`src/rtl/block_write_data.sv`:
```
// block_write_data: write-back of one datapath register into data RAM.
// A rising edge of i_wr_en captures the selected source register and the
// target address, then a write request is held on the RAM port until the
// RAM acknowledges or the cycle budget runs out. The result is reported as
// a one-cycle o_done (acknowledged) or o_err (invalid select / timeout).
module block_write_data #(
    parameter int SIZE_DATA = 8,
    parameter int SIZE_ADDR = 8,
    parameter int TIMEOUT   = 16
) (
    input  logic                 i_clk,
    input  logic                 i_rst,
    input  logic                 i_wr_en,
    input  logic [1:0]           i_sel_data_wr,
    input  logic [SIZE_DATA-1:0] i_temp_min,
    input  logic [SIZE_DATA-1:0] i_temp_data,
    input  logic [SIZE_DATA-1:0] i_data_key,
    input  logic [SIZE_ADDR-1:0] i_addr,
    input  logic                 i_ram_ack,
    output logic                 o_wr_en,
    output logic [SIZE_ADDR-1:0] o_addr,
    output logic [SIZE_DATA-1:0] o_data_ram,
    output logic                 o_busy,
    output logic                 o_done,
    output logic                 o_err
);

    // Counter only has to reach TIMEOUT-1, so it never wraps.
    localparam int CNT_W = (TIMEOUT > 1) ? $clog2(TIMEOUT) : 1;
    localparam logic [CNT_W-1:0] CNT_LAST = CNT_W'(TIMEOUT - 1);

    typedef enum logic [1:0] {
        ST_IDLE = 2'b00,
        ST_REQ  = 2'b01,
        ST_DONE = 2'b10,
        ST_ERR  = 2'b11
    } state_t;

    // Source selection: 11 temp_min, 10 temp_data, 01 data_key.
    // 00 is rejected before this is used; it returns zero for completeness.
    function automatic logic [SIZE_DATA-1:0] sel_source(
        input logic [1:0]           sel,
        input logic [SIZE_DATA-1:0] temp_min,
        input logic [SIZE_DATA-1:0] temp_data,
        input logic [SIZE_DATA-1:0] data_key
    );
        logic [SIZE_DATA-1:0] res;
        case (sel)
            2'b11:   res = temp_min;
            2'b10:   res = temp_data;
            2'b01:   res = data_key;
            default: res = {SIZE_DATA{1'b0}};
        endcase
        return res;
    endfunction

    state_t               state_r;
    state_t               state_nxt_s;
    logic [CNT_W-1:0]     cnt_r;
    logic [CNT_W-1:0]     cnt_nxt_s;
    logic                 capture_s;
    logic                 start_s;
    logic                 r_wr_prev;
    logic                 wr_en_r;
    logic                 busy_r;
    logic                 done_r;
    logic                 err_r;
    logic [SIZE_ADDR-1:0] addr_r;
    logic [SIZE_DATA-1:0] data_r;

    // Only a low-to-high transition of the command level starts a write.
    assign start_s = i_wr_en & ~r_wr_prev;

    // Next-state, counter and capture decision.
    always_comb begin
        state_nxt_s = state_r;
        cnt_nxt_s   = cnt_r;
        capture_s   = 1'b0;
        case (state_r)
            ST_IDLE: begin
                if (start_s) begin
                    if (i_sel_data_wr == 2'b00) begin
                        state_nxt_s = ST_ERR;
                    end else begin
                        state_nxt_s = ST_REQ;
                        capture_s   = 1'b1;
                        cnt_nxt_s   = {CNT_W{1'b0}};
                    end
                end else begin
                    state_nxt_s = ST_IDLE;
                end
            end
            ST_REQ: begin
                // An ack on the timeout edge still counts as success.
                if (i_ram_ack) begin
                    state_nxt_s = ST_DONE;
                end else if (cnt_r == CNT_LAST) begin
                    state_nxt_s = ST_ERR;
                end else begin
                    cnt_nxt_s = cnt_r + CNT_W'(1);
                end
            end
            ST_DONE: state_nxt_s = ST_IDLE;
            ST_ERR:  state_nxt_s = ST_IDLE;
            default: state_nxt_s = ST_IDLE;
        endcase
    end

    // State register and timeout counter.
    always_ff @(posedge i_clk) begin
        if (i_rst) begin
            state_r <= ST_IDLE;
            cnt_r   <= {CNT_W{1'b0}};
        end else begin
            state_r <= state_nxt_s;
            cnt_r   <= cnt_nxt_s;
        end
    end

    // Edge-detect history; tracks i_wr_en in every state so a held level never retriggers.
    always_ff @(posedge i_clk) begin
        if (i_rst) begin
            r_wr_prev <= 1'b0;
        end else begin
            r_wr_prev <= i_wr_en;
        end
    end

    // Address/data capture; values persist until the next valid capture.
    always_ff @(posedge i_clk) begin
        if (i_rst) begin
            addr_r <= {SIZE_ADDR{1'b0}};
            data_r <= {SIZE_DATA{1'b0}};
        end else if (capture_s) begin
            addr_r <= i_addr;
            data_r <= sel_source(i_sel_data_wr, i_temp_min, i_temp_data, i_data_key);
        end
    end

    // Status outputs registered from the next state so they line up with the state register.
    always_ff @(posedge i_clk) begin
        if (i_rst) begin
            wr_en_r <= 1'b0;
            busy_r  <= 1'b0;
            done_r  <= 1'b0;
            err_r   <= 1'b0;
        end else begin
            wr_en_r <= (state_nxt_s == ST_REQ);
            busy_r  <= (state_nxt_s != ST_IDLE);
            done_r  <= (state_nxt_s == ST_DONE);
            err_r   <= (state_nxt_s == ST_ERR);
        end
    end

    assign o_wr_en    = wr_en_r;
    assign o_busy     = busy_r;
    assign o_done     = done_r;
    assign o_err      = err_r;
    assign o_addr     = addr_r;
    assign o_data_ram = data_r;

endmodule

```
`config.mk`:
```
export PLATFORM = sky130hd
export DESIGN_NAME = block_write_data
export DESIGN_NICKNAME = d
export VERILOG_FILES = /design/src/rtl/block_write_data.sv
export SDC_FILE = /design/constraint.sdc
export NUM_CORES = 1
export LEC_CHECK = 0
export ABC_CLOCK_PERIOD_IN_PS = 2900
export CORE_ASPECT_RATIO = 0.9
export CORE_MARGIN = 2
export CORE_UTILIZATION = 46
export CTS_BUF_LIST = sky130_fd_sc_hd__clkbuf_2 sky130_fd_sc_hd__clkbuf_4 sky130_fd_sc_hd__clkbuf_8
export CTS_CLUSTER_SIZE = 24
export DETAILED_ROUTE_END_ITERATION = 10
export GPL_ROUTABILITY_DRIVEN = 0
export HOLD_SLACK_MARGIN = 0.05
export PLACE_DENSITY = 0.95
export SLEW_MARGIN = 30
export SYNTH_ARGS = -nofsm -noshare
export SYNTH_HDL_FRONTEND = slang
export SYNTH_SLANG_ARGS = --single-unit
```
`constraint.sdc`:
```
create_clock -name i_clk -period 2.9 [get_ports i_clk]
set_input_delay 0.58 -clock i_clk [delete_from_list [all_inputs] [get_ports i_clk]]
set_output_delay 0.58 -clock i_clk [all_outputs]
set_load 0.05 [all_outputs]
```
# --- Yosys cells after proc, flatten, opt, wreduce, memory -nomap -nowiden ---
# Index checks and enable logic that the tools add are counted.
# Widths: inputs -> output; s select.
totals:
  regBits: 27
  latch_bits: 0
  ramBits: 0
  mem_bits_ro: 0
  in_bits: 38
  out_inout_bits: 20
  elab_cells: 46
  n_memories: 0
op_classes:
  add_sub_neg: 1
  n_mul: 0
  n_div: 0
  order_cmp: 0
  eq_ne: 14
  shift: 0
  muxes: 14
  n_bitwise: 2
  n_reduce_logical: 6
op_table:
  columns: ["cell", "count"]
  rows:
  - ["$pmux 8 s3", 1]
  - ["$mux 4", 4]
  - ["$eq 2x2->1 const B", 6]
  - ["$mux 2", 4]
  - ["$ne 2x2->1 const B", 4]
  - ["$pmux 4 s2", 1]
  - ["$eq 2x1->1 const B", 3]
  - ["$pmux 2 s3", 1]
  - ["$reduce_and 5->1", 1]
  - ["$add 4x1->4 const B", 1]
  - ["$eq 4x4->1 const B", 1]
  - ["$logic_not 2->1", 2]
  - ["$reduce_bool 2->1", 2]
  - ["$mux 1", 3]
  - ["$reduce_or 2->1", 1]
  - ["$and 1x1->1", 1]
  - ["$not 1->1", 1]

# --- Longest topological paths before layout ---
# Gate-level depths: netlist (run 1).
logic_depth:
  ltp_word: 5
  depth_mapped: 5
  mapped_depth_nobuf: 5

# --- Worst setup path before layout (run 1) ---
# OpenSTA, ideal clock, no wires.
synth_timing:
  path_kind: "input -> register"
  from: "input port i_wr_en"
  to: "register data_r[0], in the netlist o_data_ram[0]"
  setup_ps: 141
  arrival_ps: 1469
  required_ps: 2759
  slack_ps: 1290
  cell_stages: 3
  n_path_buf: 0
  cell_sequence: "or4b_4 > nor2_1 > a211oi_1"
synth_via:
  elab_chain_cells: 3
synth_rtl:
  columns: ["item", "line", "source"]
  rows:
  - ["start, declared", "13", "input logic i_wr_en,"]
  - ["$and 1x1->1", "72", "assign start_s = i_wr_en & ~r_wr_prev;"]
  - ["$mux 1", "81", "if (start_s) begin"]
  - ["$mux 1", "79", "case (state_r)"]
  - ["end signal, assigned", "133", "data_r <= {SIZE_DATA{1'b0}};"]
  - ["end signal, assigned", "136", "data_r <= sel_source(i_sel_data_wr, i_temp_min, i_temp_data, i_data_key);"]
  - ["end, declared", "69", "logic [SIZE_DATA-1:0] data_r;"]
# Every way passes these cells.
# A chain may end at the register's enable or synchronous reset.

# --- Worst setup path in the final report (run 1) ---
layout_timing:
  from: "input port i_sel_data_wr[1]"
  to: "register data_r[3], in the netlist o_data_ram[3]"
layout_via:
  elab_chain_cells: 4
  word_cells_on_any_way: 8
  classes_between: "eq/ne (3); mux (4); reduce/logical (1)"
layout_rtl:
  columns: ["item", "line", "source"]
  rows:
  - ["start, declared", "14", "input logic [1:0] i_sel_data_wr,"]
  - ["$logic_not 2->1", "82", "if (i_sel_data_wr == 2'b00) begin"]
  - ["$mux 1", "82", null]
  - ["$mux 1", "81", null]
  - ["$mux 1", "79", null]
# Parallel ways exist; a longest one is shown, timed or not.

==> results of run 1 <==
area by class of cell:
type                    instances  area share
clock inverters                 1     0.00266
clock buffers                   3      0.0120
repair buffers                 60       0.316
inverters                       3     0.00600
flip-flops and latches         27       0.288
multi-input cells              96       0.356
well taps                      30      0.0200
kinds of logic after synthesis:
logic type | Yosys count
buffers and inverters | 15
XOR/XNOR | 1
AO/OA/AOI/OAI | 54
AND/OR/NAND/NOR | 32
flip-flops | 27
adder cells (fa/ha/maj) | 1
multiplexers | 8
metrics by stage:
stage           util  total power (W)  hold slack, ns  area (µm²)
5_1_grt        0.695         0.000868           0.527        1880
4_1_cts        0.695         0.000833           0.491        1880
6_report       0.695         0.000833           0.497        1880
3_5_place_dp   0.685         0.000676           0.473        1850
2_1_floorplan      -         0.000571           0.450        1280
3_3_place_gp   0.685         0.000667           0.460        1850
Yosys cell counts:
cell type and instances:
nand3_1 8, nor3b_1 2, a211oi_1 8, xnor2_1 1
a211oi_2 1, nor2b_1 4, or4b_4 1, a21oi_1 17
a2111o_1 1, or2_2 1, nor2_1 4, and3_1 1
o31a_1 2, buf_4 1, o22ai_1 1, inv_1 3
nand2_1 5, a32oi_1 1, nor4b_4 1, o2bb2ai_1 1
clkbuf_1 8, and2_1 1, mux2_2 8, o21ba_2 1
o21bai_1 1, nand4b_1 1, buf_6 1, buf_2 2
ha_1 1, a311oi_1 2, a22oi_1 8, a31o_2 1
nand2b_1 3, o21ai_0 9, dfxtp_1 27
path summary, 6_finish.rpt:
check                    startpoint                         end  cells after the start
max                i_sel_data_wr[1]  o_data_ram[3]$_SDFFE_PP0P_                      4
min reg2reg  o_addr[1]$_SDFFE_PP0P_      o_addr[1]$_SDFFE_PP0P_                      2
max reg2reg   state_r[0]$_SDFF_PP0_  o_data_ram[3]$_SDFFE_PP0P_                      3
min          o_addr[1]$_SDFFE_PP0P_      o_addr[1]$_SDFFE_PP0P_                      2
power breakdown:
part	leakage, nW	internal, W	switching, W
clock	0.0177	0.0000517	0.000110
combinational	0.425	0.000118	0.000144
sequential	0.221	0.000394	0.0000145
total	0.664	0.000564	0.000269
flip-flops by register name, summed over array words and instances, names as in the netlist:
signal      cells
o_err           1
r_wr_prev       1
o_addr          8
o_busy          1
state_r         2
o_data_ram      8
cnt_r           4
o_wr_en         1
o_done          1
metal layers:
layer,vias up,part of all wire,GRT usage
met2,51,0.53,0.434
li1,618,-,-
met5,-,0,0
met4,0,0.029,0.137
met3,12,0.052,0.0337
met1,605,0.39,0.250
critical path: cells and delay by family:
kind | cells | cell delay (ns)
buffers and inverters | 1 | 0.65
AO/OA/AOI/OAI | 1 | 0.29
AND/OR/NAND/NOR | 2 | 0.85
==> results.sh, run 1 <==
export IMPL_area_growth_pct=46.9
export IMPL_synth_top_family_by_area="compound AO/OA/AOI/OAI gates"
export IMPL_synthCells=138
export IMPL_die_area_mm2=0.00322
export IMPL_critical_path_slowest_cell="clkdlybuf4s50_1"
export IMPL_muxShareOfSynthArea=0.0705
export IMPL_status="completed"
export IMPL_route_detailed_drc=0
export IMPL_die_h_um=54.0
export IMPL_viasPerCell=5.85
export IMPL_worst_path_max_fanout=11
export IMPL_ant_nets=0
export IMPL_power_density_mw_per_mm2=443
export IMPL_cts_max_level=1
export IMPL_leakage_nw=0.664
export IMPL_cts_root_buf="clkbuf_4"
export IMPL_synthTopCellsByArea="dfxtp_1 (42%), mux2_2 (7.0%), a21oi_1 (6.7%)"
export IMPL_antenna_found_initial=0
export IMPL_overflow=0
export IMPL_synth_compound_area_frac=0.281
export IMPL_multi_input_area_um2=668
export IMPL_nets=230
export IMPL_ff2ff_setup_slack_ns=1.06
export IMPL_grt_use_total=0.233
export IMPL_start_kind="primary input"
export IMPL_path_cells="clkdlybuf4s50_1, nor2_1, nor2_1, a211oi_1"
export IMPL_final_max_slew_viol_count=0
export IMPL_io_buffers=57
export IMPL_cts_resized=0
export IMPL_clk_latency_ns=0.33
export IMPL_finalSetupTns_ns=0
export IMPL_critPathArrivalTime_ns=2.37
export IMPL_max_cap_violations=0
export IMPL_start_util=0.473
export IMPL_pin_count=58
export IMPL_cts_clk_slew_worst_paths_ns=0.15
export IMPL_final_cell_mix="clkdlybuf4s50_1 (57), dfxtp_1 (27), a21oi_1 (17)"
export IMPL_dp_worst_setup_slack_ns=0.439
export IMPL_finalCritPeriodShare=0.737
export IMPL_clock_sinks=27
export IMPL_grt_pass1_vias=1234
export IMPL_drive_gt1_frac=0.111
export IMPL_die_x_um=59.6
export IMPL_synth_fa_ha_area_frac=0.00978
export IMPL_drt_iter0_drc=100
export IMPL_rows=18
export IMPL_cts_tree="yes"
export IMPL_final_common_cell="clkdlybuf4s50_1"
export IMPL_routed_via_count=1286
export IMPL_core_mm2=0.00270
export IMPL_max_stage_delay_ns=0.65
export IMPL_grt_pass1_wl_um=5560
export IMPL_synthXorXnorAreaFrac=0.00685
export IMPL_wl_per_cell_um=16.4
export IMPL_cts_buffers=3
export IMPL_synthDistinctLibCells=35
export IMPL_place_inst=216
export IMPL_fill_cells=209
export IMPL_syn_nets=177
export IMPL_routed_wl_um=3620
export IMPL_synth_area_mm2=0.00128
export IMPL_hp_class="reg -> reg"
export IMPL_worst_slew_pin_slew_ns=0.577
export IMPL_drtPass1Iterations=4
export IMPL_synth_area_per_cell_um2=9.27
export IMPL_yosysSeqAreaShare=0.423
export IMPL_relSlewSlack=0.614
export IMPL_postCtsSetupBuffers=0
export IMPL_end_kind="flip-flop"
export IMPL_hold_viol=0
export IMPL_ir_drop_v=0.000230
export IMPL_rsz0062_at_grt="no"
export IMPL_ys_warn_count=0
export IMPL_skew_ns=0.00884
export IMPL_yosysTopAreaCell="dfxtp_1"
export IMPL_fin_ws_ns=0.762
export IMPL_required_ns=3.14
export IMPL_critical_path_class="in -> reg"
export IMPL_ff_latch_area_um2=541
export IMPL_antenna_cells=0
export IMPL_crit_top_cell="nor2_1"
export IMPL_min_period_ns=2.14
export IMPL_cts_buffer_depth=2
export IMPL_max_freq_mhz=468
export IMPL_hold_buffers=0
export IMPL_grt_max_degree=21
export IMPL_setup_violations_final=0
export IMPL_netlist_area_leader_share=0.423
export IMPL_yosys_area_share_simple=0.155
export IMPL_fin_cells=220
export IMPL_synth_seq_cells=27
export IMPL_hpwlAfterDp_um=2690
(Power assumes the default switching activity.)
==> run 2, diff against run 1 <==
--- a/config.mk
+++ b/config.mk
@@ -5,16 +5,16 @@
 export SDC_FILE = /design/constraint.sdc
 export NUM_CORES = 1
 export LEC_CHECK = 0
-export ABC_CLOCK_PERIOD_IN_PS = 2900
+export ABC_CLOCK_PERIOD_IN_PS = 1900
 export CORE_ASPECT_RATIO = 0.9
 export CORE_MARGIN = 2
-export CORE_UTILIZATION = 46
+export CORE_UTILIZATION = 38
 export CTS_BUF_LIST = sky130_fd_sc_hd__clkbuf_2 sky130_fd_sc_hd__clkbuf_4 sky130_fd_sc_hd__clkbuf_8
 export CTS_CLUSTER_SIZE = 24
 export DETAILED_ROUTE_END_ITERATION = 10
 export GPL_ROUTABILITY_DRIVEN = 0
 export HOLD_SLACK_MARGIN = 0.05
-export PLACE_DENSITY = 0.95
+export PLACE_DENSITY = 0.88
 export SLEW_MARGIN = 30
 export SYNTH_ARGS = -nofsm -noshare
 export SYNTH_HDL_FRONTEND = slang
==> constraint.sdc (replaced) <==
create_clock -name i_clk -period 1.9 [get_ports i_clk]
set_input_delay 0.38 -clock i_clk [delete_from_list [all_inputs] [get_ports i_clk]]
set_output_delay 0.38 -clock i_clk [all_outputs]
set_load 0.05 [all_outputs]
==> results.sh, run 2 (same netlist as run 1, synthesis figures left out) <==
export IMPL_fin_cells=241
export IMPL_pin_count=58
export IMPL_clock_sinks=27
export IMPL_path_cells="clkdlybuf4s50_1"
export IMPL_worst_slew_pin_slew_ns=0.515
export IMPL_start_kind="flip-flop"
export IMPL_cp_startpoint="o_data_ram[7]$_SDFFE_PP0P_"
export IMPL_rsz0062_at_grt="no"
export IMPL_die_x_um=65.1
export IMPL_min_period_ns=1.81
export IMPL_nets=239
export IMPL_end_kind="output port"
export IMPL_required_ns=1.52
export IMPL_antenna_cells=0
export IMPL_critPathArrivalTime_ns=1.43
export IMPL_final_max_slew_viol_count=0
export IMPL_viasPerCell=5.31
export IMPL_drt_iter0_drc=122
export IMPL_die_h_um=59.0
export IMPL_start_util=0.407
export IMPL_final_common_cell="clkdlybuf4s50_1"
export IMPL_crit_family="buffers and inverters"
export IMPL_cts_buffer_depth=2
export IMPL_max_cap_violations=0
export IMPL_cts_clk_slew_worst_paths_ns=0.09
export IMPL_drtPass1Iterations=4
export IMPL_switching_share=0.306
export IMPL_worst_path_max_fanout=2
export IMPL_grt_pass1_vias=1218
export IMPL_cts_root_buf="clkbuf_8"
export IMPL_fill_cells=278
export IMPL_overflow=0
export IMPL_utilization=0.629
export IMPL_skew_ns=0.00262
export IMPL_cts_resized=0
export IMPL_relSlewSlack=0.655
export IMPL_io_buffers=57
export IMPL_drive_gt1_frac=0.161
export IMPL_grt_pass1_wl_um=5200
export IMPL_rows=19
export IMPL_cts_buffers=3
export IMPL_critical_path_slowest_cell="clkdlybuf4s50_1"
export IMPL_grt_max_degree=17
export IMPL_pwr_share_seq=0.459
export IMPL_p_int_w=0.000941
export IMPL_core_mm2=0.00314
export IMPL_grt_use_total=0.173
export IMPL_hold_buffers=0
export IMPL_ant_nets=0
export IMPL_area_growth_pct=54.4
export IMPL_cts_max_level=1
export IMPL_route_detailed_drc=0
export IMPL_postCtsSetupBuffers=0
export IMPL_max_stage_delay_ns=0.80
export IMPL_leakage_nw=0.719
export IMPL_multi_input_area_um2=668
export IMPL_ir_drop_v=0.000296
export IMPL_power_density_mw_per_mm2=686
export IMPL_path_buf_inv=1
export IMPL_place_inst=237
export IMPL_combPwrFrac=0.302
export IMPL_hold_start="o_addr[5]$_SDFFE_PP0P_"
export IMPL_clk_latency_ns=0.27
export IMPL_hold_viol=0
export IMPL_critical_path_class="reg -> out"
export IMPL_reg2reg_from="state_r[0]$_SDFF_PP0_"
export IMPL_setup_violations_final=0
export IMPL_hp_class="reg -> reg"
export IMPL_status="completed"
export IMPL_ff_latch_area_um2=541
export IMPL_hpwlAfterDp_um=2430
export IMPL_cts_tree="yes"
export IMPL_max_freq_mhz=553
export IMPL_finalCritPeriodShare=0.951
export IMPL_routed_wl_um=3110
export IMPL_p_sw_w=0.000414
export IMPL_die_area_mm2=0.00385
export IMPL_wl_per_cell_um=12.9
export IMPL_power_frac_clock=0.240
export IMPL_antenna_found_initial=0
export IMPL_power_total_w=0.00135
export IMPL_final_cell_mix="clkdlybuf4s50_1 (55), dfxtp_1 (27), a21oi_1 (17)"
export IMPL_routed_via_count=1280
## run 2: routing by layer
| layer | GRT usage | part of all wire | vias to the layer above |
|---|---|---|---|
| li1 | - | - | 638 |
| met1 | 0.206 | 0.44 | 577 |
| met2 | 0.305 | 0.48 | 61 |
| met3 | 0.0304 | 0.067 | 4 |
| met4 | 0.0833 | 0.018 | 0 |
| met5 | 0 | 0 | - |
## run 2: area by class of cell
cell class	count	share of cell area
multi-input combinational	96	0.338
inverter	3	0.00570
tap	42	0.0266
timing repair buffer	69	0.332
clock buffer	3	0.0209
clock inverter	1	0.00253
sequential	27	0.274
## run 2: metrics by stage
step	hold WS [ns]	worst slack, ns	area [µm²]	setup TNS (ns)
2_1_floorplan	0.450	0.421	1280	0
3_3_place_gp	0.459	-0.0517	1930	-0.200
3_5_place_dp	0.469	-0.0849	1930	-0.519
4_1_cts	0.482	0.0815	1970	0
5_1_grt	0.509	0.0466	1970	0
6_report	0.477	0.0922	1970	0
## run 2: power groups by stage
| stage | logic, W | registers [W] | clock network (W) |
|---|---|---|---|
| global route | 0.000438 | 0.000626 | 0.000352 |
| CTS | 0.000410 | 0.000622 | 0.000329 |
| global placement | 0.000405 | 0.000634 | 0 |
| finish | 0.000409 | 0.000622 | 0.000325 |
| detailed placement | 0.000409 | 0.000636 | 0 |
| floorplan | 0.000136 | 0.000735 | 0 |
## run 2: final timing paths
| check | to | slack, ns | cells past startpoint |
|---|---|---|---|
| max | o_data_ram[7] | 0.09 | 1 |
| min | o_addr[5]$_SDFFE_PP0P_ | 0.48 | 2 |
| max reg2reg | cnt_r[0]$_SDFFE_PP0P_ | 0.31 | 3 |
| min reg2reg | o_addr[5]$_SDFFE_PP0P_ | 0.48 | 2 |
==> run 3, diff against run 2 <==
==> config.mk (replaced) <==
export PLATFORM = sky130hd
export DESIGN_NAME = block_write_data
export DESIGN_NICKNAME = d
export VERILOG_FILES = /design/src/rtl/block_write_data.sv
export SDC_FILE = /design/constraint.sdc
export NUM_CORES = 1
export LEC_CHECK = 0
export ABC_CLOCK_PERIOD_IN_PS = 2100
export CORE_ASPECT_RATIO = 0.9
export CORE_MARGIN = 2
export CORE_UTILIZATION = 44
export CTS_CLUSTER_SIZE = 24
export DETAILED_ROUTE_END_ITERATION = 10
export GPL_ROUTABILITY_DRIVEN = 0
export HOLD_SLACK_MARGIN = 0.05
export PLACE_DENSITY = 0.95
export SLEW_MARGIN = 30
export SYNTH_ARGS = -nofsm -noshare
export SYNTH_HDL_FRONTEND = slang
export SYNTH_SLANG_ARGS = --single-unit
==> constraint.sdc (replaced) <==
create_clock -name i_clk -period 2.1 [get_ports i_clk]
set_input_delay 0.42 -clock i_clk [delete_from_list [all_inputs] [get_ports i_clk]]
set_output_delay 0.42 -clock i_clk [all_outputs]
set_load 0.05 [all_outputs]
==> results.sh, run 3 (same netlist as run 1, synthesis figures left out) <==
export IMPL_pin_count=58
export IMPL_hold_start="o_addr[1]$_SDFFE_PP0P_"
export IMPL_r2r_cells=3
export IMPL_ir_drop_v=0.000403
export IMPL_nets=235
export IMPL_fill_cells=224
export IMPL_grt_busiest_layer="met2"
export IMPL_start_util=0.465
export IMPL_antenna_cells=0
export IMPL_reg2reg_from="state_r[0]$_SDFF_PP0_"
export IMPL_drtPass1Iterations=4
export IMPL_power_density_mw_per_mm2=601
export IMPL_routed_via_count=1260
export IMPL_die_x_um=60.8
export IMPL_viasPerCell=5.36
export IMPL_crit_family="buffers and inverters"
export IMPL_place_inst=231
export IMPL_max_freq_mhz=514
export IMPL_min_period_ns=1.94
export IMPL_cts_clk_slew_worst_paths_ns=0.15
export IMPL_path_cells="clkdlybuf4s50_1"
export IMPL_leakage_nw=0.685
export IMPL_die_area_mm2=0.00335
export IMPL_critical_path_class="reg -> out"
export IMPL_cts_max_level=1
export IMPL_cts_buffer_depth=2
export IMPL_die_h_um=55.1
export IMPL_skew_ns=0.0119
export IMPL_core_mm2=0.00275
export IMPL_hp_class="reg -> reg"
export IMPL_dp_worst_setup_slack_ns=0.0525
export IMPL_grt_use_total=0.227
export IMPL_final_cell_mix="clkdlybuf4s50_1 (57), dfxtp_1 (27), a21oi_1 (17)"
export IMPL_grt_met2_usage=0.434
export IMPL_grt_pass1_wl_um=5630
export IMPL_max_cap_violations=0
export IMPL_hold_viol=0
export IMPL_drive_gt1_frac=0.133
export IMPL_critPathArrivalTime_ns=1.52
export IMPL_clock_sinks=27
export IMPL_area_growth_pct=51.0
export IMPL_status="completed"
export IMPL_cts_buffers=3
export IMPL_final_area_mm2=0.00193
export IMPL_critical_path_slowest_cell="clkdlybuf4s50_1"
export IMPL_grt_pass1_vias=1236
export IMPL_finalCritPeriodShare=0.926
export IMPL_io_buffers=57
export IMPL_finalSetupTns_ns=0
export IMPL_drt_iter0_drc=59
export IMPL_postCtsSetupBuffers=0
export IMPL_required_ns=1.68
export IMPL_worst_slew_pin_slew_ns=0.537
export IMPL_hold_slack_ns=0.486
export IMPL_wl_per_cell_um=15.2
export IMPL_end_kind="output port"
export IMPL_path_buf_inv=1
export IMPL_worstHoldEndpoint="o_addr[1]$_SDFFE_PP0P_"
export IMPL_place_area_mm2=0.00190
export IMPL_hpwlAfterDp_um=2760
export IMPL_grt_max_degree=21
export IMPL_route_detailed_drc=0
export IMPL_use_met1=0.261
export IMPL_ff2ff_setup_slack_ns=0.49
export IMPL_setup_violations_final=0
export IMPL_start_kind="flip-flop"
export IMPL_routed_wl_um=3560
export IMPL_final_max_slew_viol_count=0
export IMPL_antenna_found_initial=0
export IMPL_hold_depth=2
export IMPL_clk_latency_ns=0.33
export IMPL_fin_cells=235
export IMPL_max_stage_delay_ns=0.81
export IMPL_rsz0062_at_grt="no"
export IMPL_relSlewSlack=0.641
export IMPL_rows=18
export IMPL_overflow=0
export IMPL_cts_tree="yes"
export IMPL_rr_endpoint="cnt_r[1]$_SDFFE_PP0P_"
export IMPL_worst_path_max_fanout=2
export IMPL_final_common_cell="clkdlybuf4s50_1"
export IMPL_cts_resized=0
export IMPL_ant_nets=0
export IMPL_cts_root_buf="clkbuf_4"
export IMPL_met3_usage=0.0465
export IMPL_hold_buffers=0
export IMPL_fin_ws_ns=0.156
==> run 3: changes by cell type in the layout (fill, tap and decap cells not counted), sizes merged <==
cell,previous run,this run
buf,14,8
clkdlybuf4s50,55,57
clkinvlp,0,1
clkinv,1,0
==> run 3: how the worst max path moves through the flow <==
stage                               startpoint  cells after the start                          to
detailed placement            i_sel_data_wr[1]                      4       cnt_r[0]$_SDFFE_PP0P_
CTS                 o_data_ram[5]$_SDFFE_PP0P_                      1               o_data_ram[5]
floorplan                state_r[0]$_SDFF_PP0_                      3  o_data_ram[0]$_SDFFE_PP0P_
global route        o_data_ram[0]$_SDFFE_PP0P_                      1               o_data_ram[0]
finish              o_data_ram[5]$_SDFFE_PP0P_                      1               o_data_ram[5]
global placement                       i_wr_en                      4       cnt_r[3]$_SDFFE_PP0P_
==> run 3: layout make-up <==
type	instances	area [µm²]	area share
clock buffer	3	22.5	0.0117
inverter	3	11.3	0.00583
clock inverter	1	7.51	0.00389
tap	40	50.0	0.0259
multi-input combinational	96	668	0.346
timing repair buffer	65	631	0.327
sequential	27	541	0.280
==> run 3: per-layer routing <==
layer,share of wire,vias up,routed length [µm]
li1,-,627,-
met1,0.40,587,1440
met2,0.54,41,1910
met3,0.051,5,180
met4,0.0081,0,29
met5,0,-,0
==> run 3: per-stage QoR <==
stage | power, W | utilization
floorplan | 0.000788 | -
global placement | 0.000931 | 0.692
detailed placement | 0.000945 | 0.692
CTS | 0.00117 | 0.703
global route | 0.00122 | 0.703
finish | 0.00116 | 0.703
==> run 3: report_power, final <==
group	switching (W)	internal, W
Clock	0.000152	0.0000730
Combinational	0.000200	0.000172
Sequential	0.0000197	0.000544
Total	0.000372	0.000788
